[src/rtl/ysyx_22041071_rd_arb_if.sv]
// Read-request bundle between the IF/LS requesters, the arbiter and the
// AXI read master's CPU-side port.
interface ysyx_22041071_rd_arb_if #(
   parameter int ADDR_W = 64,
   parameter int DATA_W = 64
);
   logic              if_valid;
   logic [ADDR_W-1:0] if_addr;
   logic [1:0]        if_size;
   logic              if_ready;
   logic              if_rvalid;
   logic [DATA_W-1:0] if_rdata;
   logic [1:0]        if_rresp;

   logic              ls_valid;
   logic [ADDR_W-1:0] ls_addr;
   logic [1:0]        ls_size;
   logic              ls_ready;
   logic              ls_rvalid;
   logic [DATA_W-1:0] ls_rdata;
   logic [1:0]        ls_rresp;

   logic              rd_valid;
   logic              rd_ready;
   logic [3:0]        rd_id;
   logic [ADDR_W-1:0] rd_addr;
   logic [7:0]        rd_len;
   logic [1:0]        rd_size;
   logic              rd_rsp_valid;
   logic [3:0]        rd_rsp_id;
   logic [DATA_W-1:0] rd_rsp_data;
   logic [1:0]        rd_rsp_resp;

   logic              busy;

   modport master (
      input  if_valid, if_addr, if_size,
      output if_ready, if_rvalid, if_rdata, if_rresp,
      input  ls_valid, ls_addr, ls_size,
      output ls_ready, ls_rvalid, ls_rdata, ls_rresp,
      output rd_valid, rd_id, rd_addr, rd_len, rd_size,
      input  rd_ready,
      input  rd_rsp_valid, rd_rsp_id, rd_rsp_data, rd_rsp_resp,
      output busy
   );

   modport slave (
      output if_valid, if_addr, if_size,
      input  if_ready, if_rvalid, if_rdata, if_rresp,
      output ls_valid, ls_addr, ls_size,
      input  ls_ready, ls_rvalid, ls_rdata, ls_rresp,
      input  rd_valid, rd_id, rd_addr, rd_len, rd_size,
      output rd_ready,
      output rd_rsp_valid, rd_rsp_id, rd_rsp_data, rd_rsp_resp,
      input  busy
   );
endinterface

[src/rtl/ysyx_22041071_rd_arb.sv]
// Round-robin IF/LS read arbiter with single outstanding read,
// size-aware response routing and a lost-response watchdog.
module ysyx_22041071_rd_arb #(
   parameter int         ADDR_W  = 64,
   parameter int         DATA_W  = 64,
   parameter int         TIMEOUT = 1024,
   parameter logic [3:0] IF_ID   = 4'd0,
   parameter logic [3:0] LS_ID   = 4'd1
) (
   input logic                  clk,
   input logic                  reset_n,
   ysyx_22041071_rd_arb_if.master bus
);
   localparam int CW = $clog2(TIMEOUT) + 1;

   typedef enum logic [2:0] {
      S_IDLE, S_REQ, S_WAIT, S_RESP, S_DRAIN
   } state_t;

   state_t            r_state;
   state_t            w_nxt;
   logic              r_last_ls;
   logic              r_to;
   logic [CW-1:0]     r_cnt;
   logic [3:0]        r_id;
   logic [ADDR_W-1:0] r_addr;
   logic [1:0]        r_size;
   logic [DATA_W-1:0] r_if_rdata;
   logic [DATA_W-1:0] r_ls_rdata;
   logic [1:0]        r_if_rresp;
   logic [1:0]        r_ls_rresp;

   logic              w_gnt_if;
   logic              w_gnt_ls;
   logic              w_hit;
   logic              w_to;
   logic [DATA_W-1:0] w_sh_d;
   logic [DATA_W-1:0] w_proc;

   assign w_hit = bus.rd_rsp_valid && (bus.rd_rsp_id == r_id);
   assign w_to  = (r_cnt == CW'(TIMEOUT - 1));

   // Response lanes are byte-positioned; right-justify by low address bits
   assign w_sh_d = bus.rd_rsp_data >> {r_addr[2:0], 3'b000};

   always_comb begin
      w_proc = w_sh_d;
      unique case (r_size)
         2'b00:   w_proc = {{(DATA_W-8){1'b0}}, w_sh_d[7:0]};
         2'b01:   w_proc = {{(DATA_W-16){1'b0}}, w_sh_d[15:0]};
         2'b10:   w_proc = {{(DATA_W-32){1'b0}}, w_sh_d[31:0]};
         default: w_proc = w_sh_d;
      endcase
   end

   always_comb begin
      w_nxt    = r_state;
      w_gnt_if = 1'b0;
      w_gnt_ls = 1'b0;
      unique case (r_state)
         S_IDLE: begin
            if (bus.if_valid && bus.ls_valid) begin
               w_gnt_if = r_last_ls;
               w_gnt_ls = !r_last_ls;
            end else begin
               w_gnt_if = bus.if_valid;
               w_gnt_ls = bus.ls_valid;
            end
            if (w_gnt_if || w_gnt_ls) w_nxt = S_REQ;
         end
         S_REQ:   if (bus.rd_ready) w_nxt = S_WAIT;
         S_WAIT:  if (w_hit || w_to) w_nxt = S_RESP;
         S_RESP:  w_nxt = r_to ? S_DRAIN : S_IDLE;
         S_DRAIN: if (w_hit) w_nxt = S_IDLE;
         default: w_nxt = S_IDLE;
      endcase
   end

   always_ff @(posedge clk) begin
      if (!reset_n) begin
         r_state    <= S_IDLE;
         r_last_ls  <= 1'b0;
         r_to       <= 1'b0;
         r_cnt      <= '0;
         r_id       <= '0;
         r_addr     <= '0;
         r_size     <= '0;
         r_if_rdata <= '0;
         r_ls_rdata <= '0;
         r_if_rresp <= '0;
         r_ls_rresp <= '0;
      end else begin
         r_state <= w_nxt;
         if (w_gnt_if || w_gnt_ls) begin
            r_last_ls <= w_gnt_ls;
            r_id      <= w_gnt_ls ? LS_ID : IF_ID;
            r_addr    <= w_gnt_ls ? bus.ls_addr : bus.if_addr;
            r_size    <= w_gnt_ls ? bus.ls_size : bus.if_size;
         end
         if (r_state == S_REQ && bus.rd_ready) r_cnt <= '0;
         else if (r_state == S_WAIT) r_cnt <= r_cnt + 1'b1;
         // A real response beats a watchdog expiry in the same cycle
         if (r_state == S_WAIT && (w_hit || w_to)) begin
            r_to <= !w_hit;
            if (r_last_ls) begin
               r_ls_rdata <= w_hit ? w_proc : '0;
               r_ls_rresp <= w_hit ? bus.rd_rsp_resp : 2'b10;
            end else begin
               r_if_rdata <= w_hit ? w_proc : '0;
               r_if_rresp <= w_hit ? bus.rd_rsp_resp : 2'b10;
            end
         end
      end
   end

   assign bus.if_ready  = w_gnt_if;
   assign bus.ls_ready  = w_gnt_ls;
   assign bus.if_rvalid = (r_state == S_RESP) && !r_last_ls;
   assign bus.ls_rvalid = (r_state == S_RESP) && r_last_ls;
   assign bus.if_rdata  = r_if_rdata;
   assign bus.ls_rdata  = r_ls_rdata;
   assign bus.if_rresp  = r_if_rresp;
   assign bus.ls_rresp  = r_ls_rresp;
   assign bus.rd_valid  = (r_state == S_REQ);
   assign bus.rd_id     = r_id;
   assign bus.rd_addr   = r_addr;
   assign bus.rd_len    = 8'd0;
   assign bus.rd_size   = r_size;
   assign bus.busy      = (r_state != S_IDLE);
endmodule
[src/flat_wrapper.sv]
// flat-port wrapper written by rule: the top's interface ports become plain ports
module ysyx_22041071_rd_arb_flat 
#(
   parameter int         ADDR_W  = 64,
   parameter int         DATA_W  = 64,
   parameter int         TIMEOUT = 1024,
   parameter logic [3:0] IF_ID   = 4'd0,
   parameter logic [3:0] LS_ID   = 4'd1
)
  (clk, reset_n, bus_if_valid, bus_if_addr, bus_if_size, bus_if_ready, bus_if_rvalid, bus_if_rdata, bus_if_rresp, bus_ls_valid, bus_ls_addr, bus_ls_size, bus_ls_ready, bus_ls_rvalid, bus_ls_rdata, bus_ls_rresp, bus_rd_valid, bus_rd_id, bus_rd_addr, bus_rd_len, bus_rd_size, bus_rd_ready, bus_rd_rsp_valid, bus_rd_rsp_id, bus_rd_rsp_data, bus_rd_rsp_resp, bus_busy);
  ysyx_22041071_rd_arb_if #(.ADDR_W(ADDR_W), .DATA_W(DATA_W)) bus_i ();
  input logic clk;
  input logic reset_n;
  input wire logic [$bits(bus_i.if_valid)-1:0] bus_if_valid;
  input wire logic [$bits(bus_i.if_addr)-1:0] bus_if_addr;
  input wire logic [$bits(bus_i.if_size)-1:0] bus_if_size;
  output wire logic [$bits(bus_i.if_ready)-1:0] bus_if_ready;
  output wire logic [$bits(bus_i.if_rvalid)-1:0] bus_if_rvalid;
  output wire logic [$bits(bus_i.if_rdata)-1:0] bus_if_rdata;
  output wire logic [$bits(bus_i.if_rresp)-1:0] bus_if_rresp;
  input wire logic [$bits(bus_i.ls_valid)-1:0] bus_ls_valid;
  input wire logic [$bits(bus_i.ls_addr)-1:0] bus_ls_addr;
  input wire logic [$bits(bus_i.ls_size)-1:0] bus_ls_size;
  output wire logic [$bits(bus_i.ls_ready)-1:0] bus_ls_ready;
  output wire logic [$bits(bus_i.ls_rvalid)-1:0] bus_ls_rvalid;
  output wire logic [$bits(bus_i.ls_rdata)-1:0] bus_ls_rdata;
  output wire logic [$bits(bus_i.ls_rresp)-1:0] bus_ls_rresp;
  output wire logic [$bits(bus_i.rd_valid)-1:0] bus_rd_valid;
  output wire logic [$bits(bus_i.rd_id)-1:0] bus_rd_id;
  output wire logic [$bits(bus_i.rd_addr)-1:0] bus_rd_addr;
  output wire logic [$bits(bus_i.rd_len)-1:0] bus_rd_len;
  output wire logic [$bits(bus_i.rd_size)-1:0] bus_rd_size;
  input wire logic [$bits(bus_i.rd_ready)-1:0] bus_rd_ready;
  input wire logic [$bits(bus_i.rd_rsp_valid)-1:0] bus_rd_rsp_valid;
  input wire logic [$bits(bus_i.rd_rsp_id)-1:0] bus_rd_rsp_id;
  input wire logic [$bits(bus_i.rd_rsp_data)-1:0] bus_rd_rsp_data;
  input wire logic [$bits(bus_i.rd_rsp_resp)-1:0] bus_rd_rsp_resp;
  output wire logic [$bits(bus_i.busy)-1:0] bus_busy;
  assign bus_i.if_valid = bus_if_valid;
  assign bus_i.if_addr = bus_if_addr;
  assign bus_i.if_size = bus_if_size;
  assign bus_if_ready = bus_i.if_ready;
  assign bus_if_rvalid = bus_i.if_rvalid;
  assign bus_if_rdata = bus_i.if_rdata;
  assign bus_if_rresp = bus_i.if_rresp;
  assign bus_i.ls_valid = bus_ls_valid;
  assign bus_i.ls_addr = bus_ls_addr;
  assign bus_i.ls_size = bus_ls_size;
  assign bus_ls_ready = bus_i.ls_ready;
  assign bus_ls_rvalid = bus_i.ls_rvalid;
  assign bus_ls_rdata = bus_i.ls_rdata;
  assign bus_ls_rresp = bus_i.ls_rresp;
  assign bus_rd_valid = bus_i.rd_valid;
  assign bus_rd_id = bus_i.rd_id;
  assign bus_rd_addr = bus_i.rd_addr;
  assign bus_rd_len = bus_i.rd_len;
  assign bus_rd_size = bus_i.rd_size;
  assign bus_i.rd_ready = bus_rd_ready;
  assign bus_i.rd_rsp_valid = bus_rd_rsp_valid;
  assign bus_i.rd_rsp_id = bus_rd_rsp_id;
  assign bus_i.rd_rsp_data = bus_rd_rsp_data;
  assign bus_i.rd_rsp_resp = bus_rd_rsp_resp;
  assign bus_busy = bus_i.busy;
  ysyx_22041071_rd_arb #(.ADDR_W(ADDR_W), .DATA_W(DATA_W), .TIMEOUT(TIMEOUT), .IF_ID(IF_ID), .LS_ID(LS_ID)) u_core (.clk(clk), .reset_n(reset_n), .bus(bus_i));
endmodule
[config.mk]
export PLATFORM = sky130hd
export DESIGN_NAME = ysyx_22041071_rd_arb_flat
export DESIGN_NICKNAME = d
export VERILOG_FILES = /design/src/rtl/ysyx_22041071_rd_arb_if.sv /design/src/rtl/ysyx_22041071_rd_arb.sv /design/src/flat_wrapper.sv
export SDC_FILE = /design/constraint.sdc
export NUM_CORES = 1
export LEC_CHECK = 0
export BUFFER_PORTS_ARGS = -buffer_cell sky130_fd_sc_hd__buf_2
export CORE_ASPECT_RATIO = 0.75
export CORE_MARGIN = 2
export CORE_UTILIZATION = 30
export DETAILED_ROUTE_END_ITERATION = 8
export HOLD_SLACK_MARGIN = 0.1
export PLACE_DENSITY = 0.6
export RECOVER_POWER = 50
export SLEW_MARGIN = 0
export SYNTH_ARGS = -nofsm -noshare
export SYNTH_HDL_FRONTEND = slang
export SYNTH_SLANG_ARGS = --single-unit
[constraint.sdc]
create_clock -name clk -period 2.95 [get_ports clk]
set_input_delay 0.4425 -clock clk [delete_from_list [all_inputs] [get_ports clk]]
set_output_delay 0.4425 -clock clk [all_outputs]
set_load 0.02 [all_outputs]
==> results.py, run 1 <==
metrics = {
    "outcome": {
        "status": "complete, no violations",
    },
    "setup_path": {
        "path_max_fanout": 24,
        "crit_path_start_kind": "register",
        "crit_required_ns": 3.41,
        "end_kind": "register",
        "critPathMaxStageDelay_ns": 0.83,
        "slowest_stage": "and3_1",
        "crit_chain": "and4bb_2 > buf_4 > nand4_2 > and3_1 > a22o_1",
        "worstPathArrival_ns": 2.99,
        "worstSetupPathType": "reg -> reg",
        "r2r_start": "u_core.r_state[2]$_SDFFE_PN0P_",
        "startpoint": "u_core.r_state[2]$_SDFFE_PN0P_",
    },
    "detailed_routing": {
        "vias": 10100,
        "wire_per_inst_um": 21.1,
        "drt-initial-drc-count": 780,
        "via_per_inst": 5.29,
        "wl_mm": 40.2,
        "drcViolationCount": 0,
        "firstDrtPassIters": 5,
        "postRouteAntennaNets": 0,
    },
    "timing": {
        "rsz0062_at_grt": "no",
        "fin_setup_tns_ns": 0,
        "fin_crit_sh_pct": 85.7,
        "skew_ns": 0.0174,
        "setup_viol": 0,
        "worst_pin_slew_ns": 1.17,
        "hold_viol_final": 0,
        "slew_headroom_pct": 22.3,
        "period_needed_ns": 2.53,
        "max_freq_mhz": 396,
        "slew_violations": 0,
    },
    "placement": {
        "numPortBuffers": 412,
        "placed_cells": 1858,
        "gp_congestion": 0.882,
        "place_hpwl_mm": 30.4,
    },
    "floorplan": {
        "ioPinCount": 424,
        "die_w_um": 216,
        "initial_core_util_pct": 30.3,
        "dieArea_um2": 35200,
        "die_h_um": 163,
        "row_count": 58,
        "coreArea_um2": 33400,
    },
    "layout": {
        "utilization_pct": 39.5,
        "area_growth_pct": 30.4,
        "stdcell_count": 1904,
        "fillers": 3506,
        "drive_above_1_share_pct": 23.9,
        "layout.cells.most_common": "buf_2",
        "nNetsFinal": 1643,
        "layout_common_cells": "buf_2, dfxtp_1, clkbuf_1",
    },
    "global_routing": {
        "grt_pass1_vias": 9456,
        "grt_usage_pct": 21.3,
        "grt_max_degree": 102,
        "grt.overflow.total": 0,
        "grt_pass1_wl_mm": 58.0,
        "antenna_found_initial": 5,
    },
    "yosys": {
        "syn_avg_cell_area_um2": 9.54,
        "syn_area_um2": 10100,
        "synth_top_cell_area_share_pct": 42.3,
        "yosysSeqAreaShare_pct": 42.3,
        "synth_cells": 1061,
        "synth_seq_cells": 214,
        "synthArstFlopShare_pct": 0,
        "yosysWarnings": 0,
        "synth_cell_type_count": 61,
        "synth_top_cell_by_area": "dfxtp_1",
        "ys.flop_type": "dfxtp_1",
        "synth_edf_count": 0,
        "synth.area.top_cells": "dfxtp_1, mux2i_1, a211oi_1, o22ai_1, mux4_2",
    },
    "power_and_ir_drop": {
        "switching_share_pct": 30.8,
        "p_switching_uw": 2550,
        "p_comb_share_pct": 21.0,
        "peakVddDrop_mv": 0.461,
        "power-per-cell-area_nw_per_um2": 626,
        "leakage_uw": 0.00535,
        "p_seq_share_pct": 38.4,
        "p_int_uw": 5720,
        "clkPwrFrac_pct": 40.6,
    },
    "cts": {
        "htreeDepth": 1,
        "post_cts_resized": 0,
        "cts_buffer_depth": 3,
        "clock-sinks": 214,
        "cts_root_buffer": "clkbuf_16",
        "tritoncts": "done",
        "clkSlewWorstSetupHoldPaths_ns": 0.06,
        "numCtsBuffers": 24,
        "ctsHoldBuffers": 0,
        "clk_latency_ns": 0.53,
        "post_cts_buffers": 0,
    },
    "worst_hold_path": {
        "min_path_type": "in -> reg",
        "min-delay-start": "bus_ls_addr[6]",
    },
    "job": {
        "cap_violations": 0,
    },
}
[final cells by class]
class	count	area, µm²	area share (%)
well taps	450	563	4.27
repair buffers	449	2120	16.1
diodes	2	5.00	0.0379
multi-input cells	731	5270	40.0
clock buffers	34	749	5.68
clock inverters	10	145	1.10
flip-flops and latches	214	4290	32.5
inverters	14	53.8	0.408
[sequential cells by signal, summed over array words and instances (netlist names), 2 cells and up]
| name | flops |
|---|---|
| u_core.bus.if_rdata | 64 |
| u_core.bus.ls_rdata | 64 |
| u_core.bus.rd_addr | 64 |
| u_core.r_cnt | 11 |
| u_core.r_state | 3 |
| u_core.bus.if_rresp | 2 |
| u_core.bus.ls_rresp | 2 |
| u_core.bus.rd_size | 2 |
[metal layers]
metal,vias up,global-route usage (%),part of all wire [%]
met4,4,5.92,2.3
li1,4723,-,-
met5,-,0,0.067
met2,371,30.7,43
met3,57,5.27,7.4
met1,4919,31.1,47
[power groups by stage]
stage | Combinational (µW) | Clock (µW) | Sequential, µW
6_report | 1740 | 3360 | 3170
5_1_grt | 1840 | 3550 | 3190
4_1_cts | 1760 | 3430 | 3170
3_5_place_dp | 1750 | 0 | 3230
3_3_place_gp | 1740 | 0 | 3230
2_1_floorplan | 978 | 0 | 3330
[through the flow]
step | instance area [µm²] | total power (µW) | hold slack, ns | worst slack, ns
floorplan | 10200 | 4310 | 0.432 | 0.991
global placement | 12600 | 4970 | 0.444 | 0.426
detailed placement | 12600 | 4980 | 0.442 | 0.360
CTS | 13500 | 8360 | 0.172 | 0.429
global route | 13200 | 8590 | 0.179 | 0.156
finish | 13200 | 8270 | 0.201 | 0.422
[kinds of logic after synthesis]
logic type,after synthesis,share of synthesized area [%]
buf+inv,126,6.09
compound gates,264,18.7
flops,214,42.3
fa+ha+maj,1,0.124
xor+xnor,11,1.03
other cells,1,0.0370
mux,147,16.6
simple gates,297,15.2
[critical path, delay by kind of cell, from the launching register on]
kind,cells,cell delay [ns]
buffers and inverters,1,0.23
AOI/OAI and AO/OA,1,0.27
and+or+nand+nor,3,1.32
DFF,1,0.63
[path summary, 6_finish.rpt]
kind / endpoint / slack [ns] / cells past startpoint
setup / recovery: u_core.bus.ls_rdata[60]$_SDFFE_PN0P_ / 0.42 / 5
hold / removal: u_core.bus.rd_addr[6]$_SDFFE_PN0P_ / 0.20 / 3
setup reg to reg: u_core.bus.ls_rdata[60]$_SDFFE_PN0P_ / 0.42 / 5
hold reg to reg: u_core.r_state[2]$_SDFFE_PN0P_ / 0.46 / 2
[Yosys cell counts (4+ instances only)]
cell,n
clkbuf_1,46
mux2i_1,127
mux4_2,16
mux2_2,4
o21ai_0,16
buf_4,20
dfxtp_1,214
nand2b_1,4
inv_1,12
o2bb2ai_1,24
a31o_2,8
o22ai_1,59
a211oi_1,67
buf_6,4
o211ai_1,8
a21oi_1,38
a22o_1,8
nor3_1,19
nand4_1,37
buf_2,31
and3_1,8
xnor2_1,7
a32o_1,20
buf_1,11
nand2_1,64
nor2_1,91
nand3_1,42
a22oi_1,8
Note: power is estimated with default switching activity, not from simulation.
==> run 2, diff against run 1 <==
- PLACE_DENSITY: 0.6 -> 0.61
==> results.py, run 2 (same netlist as run 1, synthesis figures left out) <==
metrics = {
    "outcome": {
        "status": "complete, no violations",
    },
    "timing": {
        "max_freq_mhz": 366,
        "fin_setup_tns_ns": 0,
        "slew_headroom_pct": 21.8,
        "worst_pin_slew_ns": 1.17,
        "rsz0062_at_grt": "no",
        "hold_viol_final": 0,
        "skew_ns": 0.0200,
        "setup_viol": 0,
        "fin_crit_sh_pct": 92.7,
        "period_needed_ns": 2.74,
        "slew_violations": 0,
    },
    "floorplan": {
        "ioPinCount": 424,
        "die_h_um": 163,
        "row_count": 58,
        "initial_core_util_pct": 30.3,
        "dieArea_um2": 35200,
        "coreArea_um2": 33400,
        "die_w_um": 216,
    },
    "detailed_routing": {
        "vias": 10000,
        "postRouteAntennaNets": 0,
        "drt-initial-drc-count": 859,
        "wl_mm": 40.9,
        "drcViolationCount": 0,
        "wire_per_inst_um": 21.5,
        "via_per_inst": 5.27,
        "firstDrtPassIters": 6,
    },
    "cts": {
        "clk_latency_ns": 0.54,
        "cts_buffer_depth": 3,
        "clkSlewWorstSetupHoldPaths_ns": 0.06,
        "post_cts_buffers": 0,
        "tritoncts": "done",
        "cts_root_buffer": "clkbuf_16",
        "ctsHoldBuffers": 0,
        "numCtsBuffers": 24,
        "clock-sinks": 214,
        "post_cts_resized": 0,
        "htreeDepth": 1,
    },
    "placement": {
        "place_hpwl_mm": 31.0,
        "gp_congestion": 0.911,
        "numPortBuffers": 412,
        "place_area_um2": 12500,
    },
    "global_routing": {
        "grt_pass1_vias": 9338,
        "antenna_found_initial": 8,
        "grt_pass1_wl_mm": 59.2,
        "grt.overflow.total": 0,
        "grt_usage_pct": 21.8,
        "grt_max_degree": 96,
    },
    "power_and_ir_drop": {
        "p_int_uw": 5600,
        "p_switching_uw": 2510,
        "peakVddDrop_mv": 0.350,
        "p_seq_share_pct": 39.1,
        "switching_share_pct": 31.0,
        "p_comb_share_pct": 21.3,
        "leakage_uw": 0.00529,
        "clkPwrFrac_pct": 39.5,
        "power-per-cell-area_nw_per_um2": 618,
    },
    "job": {
        "cap_violations": 0,
    },
    "layout": {
        "fillers": 3555,
        "nNetsFinal": 1637,
        "multi_input_area_um2": 5290,
        "layout_common_cells": "buf_2, dfxtp_1, clkbuf_1",
        "regArea_um2": 4290,
        "layout.cells.most_common": "buf_2",
        "area_growth_pct": 29.7,
        "design_area_um2": 13100,
        "drive_above_1_share_pct": 23.1,
    },
    "setup_path": {
        "crit_required_ns": 3.33,
        "end_kind": "register",
        "path_max_fanout": 50,
        "worstPathArrival_ns": 3.11,
        "crit_path_start_kind": "register",
        "worstSetupPathType": "reg -> reg",
    },
    "worst_hold_path": {
        "min_path_type": "in -> reg",
    },
}
## run 2: cell count changes in the layout (fill, tap and decap cells not counted), moves of 2 or more
| cell | change |
|---|---|
| buf_4 | -6 |
| inv_6 | -2 |
| clkbuf_8 | -8 |
| diode_2 | +6 |
| clkbuf_1 | +6 |
## run 2: path summary, 6_finish.rpt
check | endpoint | slack [ns] | startpoint | depth (start not counted)
max | u_core.bus.ls_rdata[17]$_SDFFE_PN0P_ | 0.21 | u_core.bus.rd_addr[1]$_SDFFE_PN0P_ | 5
min | u_core.bus.if_rresp[0]$_SDFFE_PN0P_ | 0.19 | bus_rd_rsp_resp[0] | 3
min reg2reg | u_core.bus.ls_rdata[35]$_SDFFE_PN0P_ | 0.47 | u_core.bus.ls_rdata[35]$_SDFFE_PN0P_ | 2
max reg2reg | u_core.bus.ls_rdata[17]$_SDFFE_PN0P_ | 0.21 | u_core.bus.rd_addr[1]$_SDFFE_PN0P_ | 5
## run 2: power by group through the flow
stage	Combinational [µW]	Sequential [µW]	Clock, µW
floorplan	978	3330	0
global placement	1730	3220	0
detailed placement	1740	3230	0
CTS	1750	3170	3280
global route	1840	3200	3400
finish	1730	3180	3210
## run 2: routing by layer
layer | part of all wire [%] | vias up | routed length [µm] | track usage [%]
li1 | - | 4720 | - | -
met1 | 46 | 4891 | 18800 | 31.7
met4 | 1.4 | 0 | 566 | 5.04
met3 | 9.2 | 41 | 3780 | 6.72
met5 | 0 | - | 0 | 0
met2 | 43 | 370 | 17800 | 31.4
## run 2: worst max-delay path, cell delays in order (launching register included)
cell and delay, ns:
dfxtp_4 0.82, buf_4 0.34, nand2b_1 0.40, o22ai_1 0.17, o21ai_0 0.62, o22ai_1 0.18
## run 2: layout make-up
type	instances	area share, %
sequential	214	32.7
multi-input combinational	731	40.3
tap	450	4.29
timing repair buffer	443	15.9
antenna	8	0.152
inverter	14	0.410
clock inverter	11	1.32
clock buffer	31	5.01
## run 2: per-stage QoR
stage	cells	power (µW)	hold slack [ns]	utilization (%)	setup slack, ns
5_1_grt	1899	8440	0.176	39.3	0.193
6_report	1902	8110	0.185	39.3	0.215
2_1_floorplan	1071	4310	0.432	-	0.991
4_1_cts	1894	8200	0.159	40.0	0.346
3_5_place_dp	1852	4970	0.444	37.5	0.385
3_3_place_gp	1852	4960	0.442	37.5	0.366
